===== src/rtl/alu_muldiv_if.sv =====
// alu_muldiv_if: operand, handshake and flush bundle between the pipeline and alu_muldiv_unit
interface alu_muldiv_if #(parameter int XLEN = 32);
  logic flush;
  logic in_valid;
  logic in_ready;
  logic out_valid;
  logic out_ready;
  logic busy;
  logic [XLEN-1:0] A;
  logic [XLEN-1:0] B;
  logic [XLEN-1:0] Result;
  logic [2:0] funct3;
  logic [6:0] funct7;
  modport master (output flush, in_valid, A, B, funct3, funct7, out_ready,
                  input in_ready, out_valid, Result, busy);
  modport slave (input flush, in_valid, A, B, funct3, funct7, out_ready,
                 output in_ready, out_valid, Result, busy);
endinterface


===== src/rtl/alu_muldiv_unit.sv =====
// alu_muldiv_unit: RV32I/RV32M execute unit with single-cycle base ops and iterative multiply/divide
module alu_muldiv_unit #(
  parameter int XLEN = 32,
  parameter bit FAST_MUL = 0
) (
  input logic clk,
  input logic rst,
  alu_muldiv_if.slave bus
);
  localparam int SW = $clog2(XLEN);
  typedef enum logic [1:0] {IDLE, MUL, DIV, DONE} state_t;
  state_t state_q;
  logic [2*XLEN-1:0] acc_q, acc_step, prod_fast, mul_p;
  logic [XLEN-1:0] op_q, result_q, base_res, spec_res, fin_res, mag_a, mag_b, a, b, sel;
  logic [XLEN:0] mul_sum, div_r, div_diff;
  logic [SW:0] cnt_q;
  logic [2:0] f3, f3_q;
  logic neg, neg_q, is_m, alt, is_mul, sa, sb, b_zero, ovf;
  // decode, base ALU, operand magnitudes and one iteration step of the shared shift register
  always_comb begin
    a = bus.A;
    b = bus.B;
    f3 = bus.funct3;
    is_m = bus.funct7 == 7'h01;
    alt = bus.funct7 == 7'h20;
    is_mul = !f3[2];
    sa = is_mul ? f3[1:0] != 2'b11 : !f3[0];
    sb = is_mul ? !f3[1] : !f3[0];
    mag_a = (sa && a[XLEN-1]) ? -a : a;
    mag_b = (sb && b[XLEN-1]) ? -b : b;
    neg = is_mul ? ((sa && a[XLEN-1]) ^ (sb && b[XLEN-1])) :
          f3[1] ? (sa && a[XLEN-1]) : (sa && (a[XLEN-1] ^ b[XLEN-1]));
    b_zero = b == '0;
    ovf = !f3[0] && a == {1'b1, {(XLEN-1){1'b0}}} && b == '1;
    spec_res = b_zero ? (f3[1] ? a : '1) : (f3[1] ? '0 : a);
    prod_fast = {{XLEN{1'b0}}, mag_a} * {{XLEN{1'b0}}, mag_b};
    prod_fast = neg ? -prod_fast : prod_fast;
    case (f3)
      3'd0: base_res = alt ? a - b : a + b;
      3'd1: base_res = a << b[SW-1:0];
      3'd2: base_res = {{(XLEN-1){1'b0}}, $signed(a) < $signed(b)};
      3'd3: base_res = {{(XLEN-1){1'b0}}, a < b};
      3'd4: base_res = a ^ b;
      3'd5: base_res = alt ? XLEN'($signed(a) >>> b[SW-1:0]) : a >> b[SW-1:0];
      3'd6: base_res = a | b;
      default: base_res = a & b;
    endcase
    mul_sum = {1'b0, acc_q[2*XLEN-1:XLEN]} + (acc_q[0] ? {1'b0, op_q} : '0);
    div_r = acc_q[2*XLEN-1:XLEN-1];
    div_diff = div_r - {1'b0, op_q};
    acc_step = state_q == MUL ? {mul_sum, acc_q[XLEN-1:1]} :
               {(div_diff[XLEN] ? div_r[XLEN-1:0] : div_diff[XLEN-1:0]), acc_q[XLEN-2:0], !div_diff[XLEN]};
    mul_p = neg_q ? -acc_step : acc_step;
    sel = f3_q[1] ? acc_step[2*XLEN-1:XLEN] : acc_step[XLEN-1:0];
    fin_res = state_q == MUL ? (f3_q[1:0] == 2'b00 ? mul_p[XLEN-1:0] : mul_p[2*XLEN-1:XLEN]) :
              (neg_q ? -sel : sel);
  end
  // control FSM: accept, iterate one bit per cycle, hold the result until it is taken
  always_ff @(posedge clk) begin
    if (rst) begin
      state_q <= IDLE;
      result_q <= '0;
      acc_q <= '0;
      op_q <= '0;
      cnt_q <= '0;
      f3_q <= '0;
      neg_q <= 1'b0;
    end else if (bus.flush) begin
      state_q <= IDLE;
      cnt_q <= '0;
    end else begin
      case (state_q)
        IDLE: if (bus.in_valid) begin
          f3_q <= f3;
          neg_q <= neg;
          cnt_q <= '0;
          if (!is_m) begin
            result_q <= base_res;
            state_q <= DONE;
          end else if (is_mul && FAST_MUL) begin
            result_q <= f3[1:0] == 2'b00 ? prod_fast[XLEN-1:0] : prod_fast[2*XLEN-1:XLEN];
            state_q <= DONE;
          end else if (is_mul) begin
            acc_q <= {{XLEN{1'b0}}, mag_b};
            op_q <= mag_a;
            state_q <= MUL;
          end else if (b_zero || ovf) begin
            result_q <= spec_res;
            state_q <= DONE;
          end else begin
            acc_q <= {{XLEN{1'b0}}, mag_a};
            op_q <= mag_b;
            state_q <= DIV;
          end
        end
        MUL, DIV: begin
          acc_q <= acc_step;
          cnt_q <= cnt_q + 1'b1;
          if (cnt_q == (SW+1)'(XLEN-1)) begin
            result_q <= fin_res;
            state_q <= DONE;
          end
        end
        default: if (bus.out_ready) state_q <= IDLE;
      endcase
    end
  end
  assign bus.in_ready = state_q == IDLE && !bus.flush;
  assign bus.out_valid = state_q == DONE;
  assign bus.busy = state_q == MUL || state_q == DIV;
  assign bus.Result = result_q;
endmodule

===== src/flat_wrapper.sv =====
// flat-port wrapper written by rule: the top's interface ports become plain ports
module alu_muldiv_unit_flat 
#(
  parameter int XLEN = 32,
  parameter bit FAST_MUL = 0
)
  (clk, rst, bus_flush, bus_in_valid, bus_A, bus_B, bus_funct3, bus_funct7, bus_out_ready, bus_in_ready, bus_out_valid, bus_Result, bus_busy);
  alu_muldiv_if #(.XLEN(XLEN)) bus_i ();
  input logic clk;
  input logic rst;
  input wire logic [$bits(bus_i.flush)-1:0] bus_flush;
  input wire logic [$bits(bus_i.in_valid)-1:0] bus_in_valid;
  input wire logic [$bits(bus_i.A)-1:0] bus_A;
  input wire logic [$bits(bus_i.B)-1:0] bus_B;
  input wire logic [$bits(bus_i.funct3)-1:0] bus_funct3;
  input wire logic [$bits(bus_i.funct7)-1:0] bus_funct7;
  input wire logic [$bits(bus_i.out_ready)-1:0] bus_out_ready;
  output wire logic [$bits(bus_i.in_ready)-1:0] bus_in_ready;
  output wire logic [$bits(bus_i.out_valid)-1:0] bus_out_valid;
  output wire logic [$bits(bus_i.Result)-1:0] bus_Result;
  output wire logic [$bits(bus_i.busy)-1:0] bus_busy;
  assign bus_i.flush = bus_flush;
  assign bus_i.in_valid = bus_in_valid;
  assign bus_i.A = bus_A;
  assign bus_i.B = bus_B;
  assign bus_i.funct3 = bus_funct3;
  assign bus_i.funct7 = bus_funct7;
  assign bus_i.out_ready = bus_out_ready;
  assign bus_in_ready = bus_i.in_ready;
  assign bus_out_valid = bus_i.out_valid;
  assign bus_Result = bus_i.Result;
  assign bus_busy = bus_i.busy;
  alu_muldiv_unit #(.XLEN(XLEN), .FAST_MUL(FAST_MUL)) u_core (.clk(clk), .rst(rst), .bus(bus_i));
endmodule

===== config.mk =====
export PLATFORM = sky130hd
export DESIGN_NAME = alu_muldiv_unit_flat
export DESIGN_NICKNAME = d
export VERILOG_FILES = /design/src/rtl/alu_muldiv_if.sv /design/src/rtl/alu_muldiv_unit.sv /design/src/flat_wrapper.sv
export SDC_FILE = /design/constraint.sdc
export NUM_CORES = 1
export LEC_CHECK = 0
export BUFFER_PORTS_ARGS = -buffer_cell sky130_fd_sc_hd__buf_2
export CAP_MARGIN = 20
export CORE_ASPECT_RATIO = 1.5
export CORE_MARGIN = 10
export CORE_UTILIZATION = 58
export DETAILED_ROUTE_END_ITERATION = 6
export PLACE_DENSITY = 0.76
export SYNTH_ARGS = -nofsm -noshare
export SYNTH_HDL_FRONTEND = slang
export SYNTH_SLANG_ARGS = --single-unit

===== constraint.sdc =====
create_clock -name clk -period 7 [get_ports clk]
set_clock_uncertainty 0.2 [all_clocks]
set_input_delay 0 -clock clk [delete_from_list [all_inputs] [get_ports clk]]
set_output_delay 0 -clock clk [all_outputs]
set_load 0.01 [all_outputs]

# Yosys cells after proc, flatten, opt, wreduce, memory -nomap -nowiden
# Cells that the tools add are included.
[op_classes] addsub=9 order_cmp=2 n_eq_ne=22 shifts=3 n_mux=42 bitwise=6 reduce_logical=26
[op_table] op="two-way mux 32 bit" count=20
[op_table] op="two-way mux 64 bit" count=6
[op_table] op="one-hot mux 32 bit (7 select lines)" count=1
[op_table] op="one-hot mux 64 bit (2 select lines)" count=1
[op_table] op="negator 32 bit" count=3
[op_table] op="equality test 32 bit, second input constant" count=2
[op_table] op="less-than comparator 32 bit" count=2
[op_table] op="negator 64 bit" count=1
[op_table] op="one-hot mux 32 bit (2 select lines)" count=1
[op_table] op="adder 32 x 33 -> 33 bit" count=1
[op_table] op="subtractor 33 x 32 -> 33 bit" count=1
[op_table] op="adder 32 bit" count=1
[op_table] op="AND 32 bit" count=1
[op_table] op="zero test 32 bit" count=1
[op_table] op="OR 32 bit" count=1
[op_table] op="<< shifter 32 x 5 -> 32 bit" count=1
[op_table] op=">> shifter 32 x 5 -> 32 bit" count=1
[op_table] op=">>> shifter 32 x 5 -> 32 bit" count=1
[op_table] op="subtractor 32 bit" count=1
[op_table] op="bitwise XOR 32 bit" count=1
[op_table] op="one-hot mux 6 bit (2 select lines)" count=1
[op_table] op="two-way mux 2 bit" count=5
[op_table] op="AND reduction 5 bit" count=2
[op_table] op="equality test 3 bit, second input constant" count=3
[op_table] op="27 further kinds" count=51
[word_totals] register_bits=139

# Longest topological paths before layout
[depth] word_depth=9 ltp_mapped=24 depth_no_buf=22

# Least setup slack after synthesis
# OpenSTA, ideal clock, no wires.
[synth_path] path_kind="reg-to-reg" startpoint="register u_core.state_q[1]" endpoint="register u_core.result_q[22], in the netlist u_core.bus.Result[22]" t_arrival_ns=4.935 required_time_ns=6.740 path_slack_ns=1.805 stages_incl_launch_ff=24 period_less_slack_ns=5.195 path_cell_list="dfxtp_1 > inv_1 > ha_1 > buf_2 > buf_2 > buf_2 > buf_2 > buf_2 > buf_1 > buf_2 > buf_2 > buf_2 > a21oi_1 > ha_1 > o21ai_0 > nor4_1 > and3_1 > nand2b_1 > nand2_1 > or3_1 > or4_1 > a21o_1 > a211oi_1 > a22o_1"
[synth_between] elab_chain_cells=8 elab_cells_between_ends=20 classes_between="add/sub (2); eq/ne (6); mux (8); reduce/logical (4)"
[synth_lines] item="start: declaration" line="alu_muldiv_unit.sv:12" text="state_t state_q;"
[synth_lines] item="start signal: assignment" line="alu_muldiv_unit.sv:61" text="state_q <= IDLE;"
[synth_lines] item="start signal: assignment" line="alu_muldiv_unit.sv:69" text="state_q <= IDLE;"
[synth_lines] item="start signal: assignment" line="alu_muldiv_unit.sv:79" text="state_q <= DONE;"
[synth_lines] item="equality test 2 x 1 -> 1 bit" line="alu_muldiv_unit.sv:51, alu_muldiv_unit.sv:55, alu_muldiv_unit.sv:72"
[synth_lines] item="two-way mux 64 bit" line="alu_muldiv_unit.sv:51" text="acc_step = state_q == MUL ? {mul_sum, acc_q[XLEN-1:1]} :"
[synth_lines] item="negator 64 bit or two-way mux 32 bit (tied branches)" line="alu_muldiv_unit.sv:53, alu_muldiv_unit.sv:54"
[synth_lines] item="two-way mux 64 bit or negator 32 bit (tied branches)" line="alu_muldiv_unit.sv:53, alu_muldiv_unit.sv:56"
[synth_lines] item="two-way mux 32 bit (on tied branches)" line="alu_muldiv_unit.sv:55, alu_muldiv_unit.sv:56"
[synth_lines] item="two-way mux 32 bit" line="alu_muldiv_unit.sv:55" text="fin_res = state_q == MUL ? (f3_q[1:0] == 2'b00 ? mul_p[XLEN-1:0] : mul_p[2*XLEN-1:XLEN]) :"
[synth_lines] item="two-way mux 32 bit" line="alu_muldiv_unit.sv:99" text="if (cnt_q == (SW+1)'(XLEN-1)) begin"
[synth_lines] item="one-hot mux 32 bit (2 select lines)" line="alu_muldiv_unit.sv:72" text="case (state_q)"
[synth_lines] item="end signal: assignment" line="alu_muldiv_unit.sv:78" text="result_q <= base_res;"
[synth_lines] item="end signal: assignment" line="alu_muldiv_unit.sv:81" text="result_q <= f3[1:0] == 2'b00 ? prod_fast[XLEN-1:0] : prod_fast[2*XLEN-1:XLEN];"
[synth_lines] item="end signal: assignment" line="alu_muldiv_unit.sv:100" text="result_q <= fin_res;"
[synth_lines] item="end: declaration" line="alu_muldiv_unit.sv:14" text="logic [XLEN-1:0] op_q, result_q, base_res, spec_res, fin_res, mag_a, mag_b, a, b, sel;"
# Parallel ways exist; a longest one is shown, timed or not. The select of a mux whose other input is x is not followed.
# A chain may end at the register's enable or synchronous reset.

# Worst setup path in the final report
[layout_path] startpoint="register u_core.op_q[29]" endpoint="register u_core.result_q[30], in the netlist u_core.bus.Result[30]"
[layout_between] elab_chain_cells=9 elab_cells_between_ends=15 classes_between="add/sub (4); mux (10); reduce/logical (1)"
[layout_lines] item="start: declaration" line="alu_muldiv_unit.sv:14"
[layout_lines] item="start signal: assignment" line="alu_muldiv_unit.sv:85" text="op_q <= mag_a;"
[layout_lines] item="start signal: assignment" line="alu_muldiv_unit.sv:92" text="op_q <= mag_b;"
[layout_lines] item="subtractor 33 x 32 -> 33 bit or two-way mux 32 bit (tied branches)" line="alu_muldiv_unit.sv:50, alu_muldiv_unit.sv:48"
[layout_lines] item="two-way mux 32 bit (tied with other cells)" line="alu_muldiv_unit.sv:52" text="{(div_diff[XLEN] ? div_r[XLEN-1:0] : div_diff[XLEN-1:0]), acc_q[XLEN-2:0], !div_diff[XLEN]};"
[layout_lines] item="two-way mux 64 bit (*)" line="alu_muldiv_unit.sv:51"
[layout_lines] item="negator 64 bit or two-way mux 32 bit (tied branches)" line="alu_muldiv_unit.sv:53, alu_muldiv_unit.sv:54"
[layout_lines] item="two-way mux 64 bit or negator 32 bit (tied branches)" line="alu_muldiv_unit.sv:53, alu_muldiv_unit.sv:56"
[layout_lines] item="two-way mux 32 bit (on tied branches)" line="alu_muldiv_unit.sv:55, alu_muldiv_unit.sv:56"
[layout_lines] item="two-way mux 32 bit (*)" line="alu_muldiv_unit.sv:55"
[layout_lines] item="two-way mux 32 bit (*)" line="alu_muldiv_unit.sv:99"
[layout_lines] item="one-hot mux 32 bit (2 select lines) (*)" line="alu_muldiv_unit.sv:72"
# Mark *: on every way between the ends. The rest lies on a longest branch, timed or not. The select of a mux whose other input is x is not followed.

==> out/metrics.cfg <==
[grt]
antenna_found_initial=5
grtUsageMet2_pct=72.8
grt_overflow=0
top_usage_layer=met2
met3_usage_pct=8.27
grt_max_degree=73
met1_usage_pct=46.7
grt_use_total_pct=44.1
grt_first_pass_wirelength_um=181000
grt_pass1_vias=29200

[floorplan]
die-area_um2=53100
core.rowCount=94
core_area_um2=43800
start_util_pct=58.4
chipWidth_um=191
ioPinCount=114
die_y_um=277

[run_status]
status=finished clean

[clocking]
h-tree-depth=4
cts_sinks=139
cts_buffers=17
clockBufferDepth=2
clk_latency_ps=450
cts_tree=done
root_buffer=clkbuf_16
clkSlewWorstSetupHoldPaths_ps=70

[synthesis]
synth_area_um2=25600
yosys-top-cells-area=dfxtp_1 (11%), ha_1 (8.3%), a21oi_1 (7.1%)
synth_ff_type=dfxtp_1
yosysUniqueCellTypes=98
synth_seq_cells=139
async_reset_ff_share_pct=0
syn_inst=3756
yosysWarnings=0
post-synth-top-area-cell=dfxtp_1
synth_edf_count=0
seq_area_frac_synth_pct=10.9
synth_top_area_share_pct=10.9
syn_area_per_cell_um2=6.81
syn-num-nets=4009

[finish]
mostFrequentLayoutCells=nor2_1 (427), a21oi_1 (364), nand2_1 (336), o21ai_0 (242), ha_1 (168)
final_common_cell=nor2_1
post-route-util_pct=62.1
nets=3931
drive_gt1_share_pct=9.51
area_growth_pct=6.30

[sta]
worst_pin_slew_ps=1240
rsz0062_at_grt=no
timing.final.crit_period_ps=6080
fin_tns_setup_ps=0
fin_hold_ws_ps=20.2
period_share_pct=86.9
slew_headroom_pct=17.0
setup_viol=0
max_freq_mhz=164
hold_viol=0
finalMaxSlewViolations=0

[route]
wl_per_cell_um=28.6
num_vias=30800
vias_per_cell=7.21
ant_nets=0
drtPass1Iterations=7
drtIter0Drc=4011
routed_wl_um=122000
drcViolationCount=0

[pwr]
leakage_uw=0.0110
peakVddDrop_mv=0.151
p_per_area_nw_per_um2=162

[run]
drv_cap=0

[setup_path]
critical_path_required_ps=7130
worstPathMaxFanout=9
worstSetupPathType=reg -> reg
critPathCaptureType=register
cp.arrival_ps=6210
critPathLaunchType=register

[place]
gp_congestion=1.09
dpl.hpwl_um=93200
io_buffers=113

[worst_hold_path]
hold_path.class=in -> reg

[state kept, by name, summed over array words and instances, names as in the netlist]
register           cells
u_core.state_q         2
u_core.neg_q           1
u_core.bus.Result     32
u_core.f3_q            2
u_core.op_q           32
u_core.acc_q          64
u_core.cnt_q           6
[Yosys cell counts (all sizes together), types with 13 or more instances]
master / number
a2111oi: 13
a211o: 13
a211oi: 99
a21o: 61
a21oi: 370
a221oi: 22
a22oi: 14
a311oi: 32
a31oi: 54
and2: 64
and3: 34
buf: 65
clkbuf: 235
dfxtp: 139
ha: 170
inv: 167
maj3: 14
mux2: 25
mux2i: 107
mux4: 45
nand2: 338
nand2b: 38
nand3: 100
nand4: 33
nor2: 428
nor2b: 15
nor3: 119
nor4: 32
o211ai: 74
o21a: 16
o21ai: 256
o21bai: 26
o221ai: 18
o22ai: 23
o311ai: 16
o31ai: 47
o41ai: 13
or3: 47
xnor2: 135
xor2: 56
[metal layers]
metal | vias up | share of wire (%)
met2 | 2157 | 47
met1 | 14200 | 33
li1 | 13700 | -
met3 | 655 | 9.7
met5 | - | 0.034
met4 | 6 | 11
[worst max-delay path: stages (launching register included)]
cell	delay, ps
dfxtp_1	340
inv_1	70
ha_1	380
a211oi_1	330
o21bai_1	160
a21o_1	210
o21ai_0	530
o211a_1	580
mux2i_1	220
mux4_2	510
inv_1	100
ha_1	200
nor2_1	100
a21oi_1	150
nand4_1	450
a211oi_1	710
a41oi_1	240
xor2_1	190
o211ai_1	200
a21oi_1	90
[power by group]
group / internal (uW) / switching, uW / leakage, uW / total [uW]
combinational: 782 / 1630 / 0.00952 / 2410
clock: 675 / 405 / 0.000316 / 1080
sequential: 839 / 70.5 / 0.00113 / 910
[area by class of cell]
class	instances	area, um^2
Multi-Input combinational cell	3150	21100
Fill cell	4297	16600
Sequential cell	139	2790
Timing Repair Buffer	203	1300
Tap cell	576	721
Inverter	167	627
Clock buffer	19	443
Clock inverter	11	218
Antenna cell	2	5.00
[worst paths after layout]
check                                          start                            endpoint  slack [ps]  cells past startpoint
setup reg to reg        u_core.op_q[29]$_SDFFE_PP0P_  u_core.bus.Result[30]$_SDFFE_PP0P_         920                     19
hold reg to reg   u_core.bus.Result[11]$_SDFFE_PP0P_  u_core.bus.Result[11]$_SDFFE_PP0P_         260                      1
hold / removal                             bus_B[19]       u_core.acc_q[19]$_SDFFE_PP0P_          20                      5
setup / recovery        u_core.op_q[29]$_SDFFE_PP0P_  u_core.bus.Result[30]$_SDFFE_PP0P_         920                     19
[metrics by stage]
| step | total power (uW) | cells | setup WS [ps] | instance area, um^2 |
|---|---|---|---|---|
| 5_1_grt | 4540 | 4266 | 654 | 27200 |
| 3_5_place_dp | 3200 | 4217 | 1240 | 26300 |
| 4_1_cts | 4270 | 4264 | 1150 | 27200 |
| 2_1_floorplan | 2420 | 3756 | 1810 | 25600 |
| 3_3_place_gp | 3200 | 4217 | 1370 | 26300 |
| 6_report | 4400 | 4267 | 917 | 27200 |
[kinds of logic after synthesis]
| logic type | Yosys count | synth area share [%] |
|---|---|---|
| compound gates | 1289 | 33.3 |
| flops | 139 | 10.9 |
| mux | 177 | 9.25 |
| buf+inv | 467 | 7.01 |
| xor+xnor | 191 | 6.54 |
| fa+ha+maj | 188 | 9.18 |
| simple gates | 1305 | 23.9 |
[timing repair]
action,in CTS,in global routing
hold buffers,17,0
resized for setup,0,0
setup buffers,0,0
endpoints found under the hold margin,59,0
endpoints found under the setup margin,0,0
No activity file was read; power rests on OpenSTA's default activity.
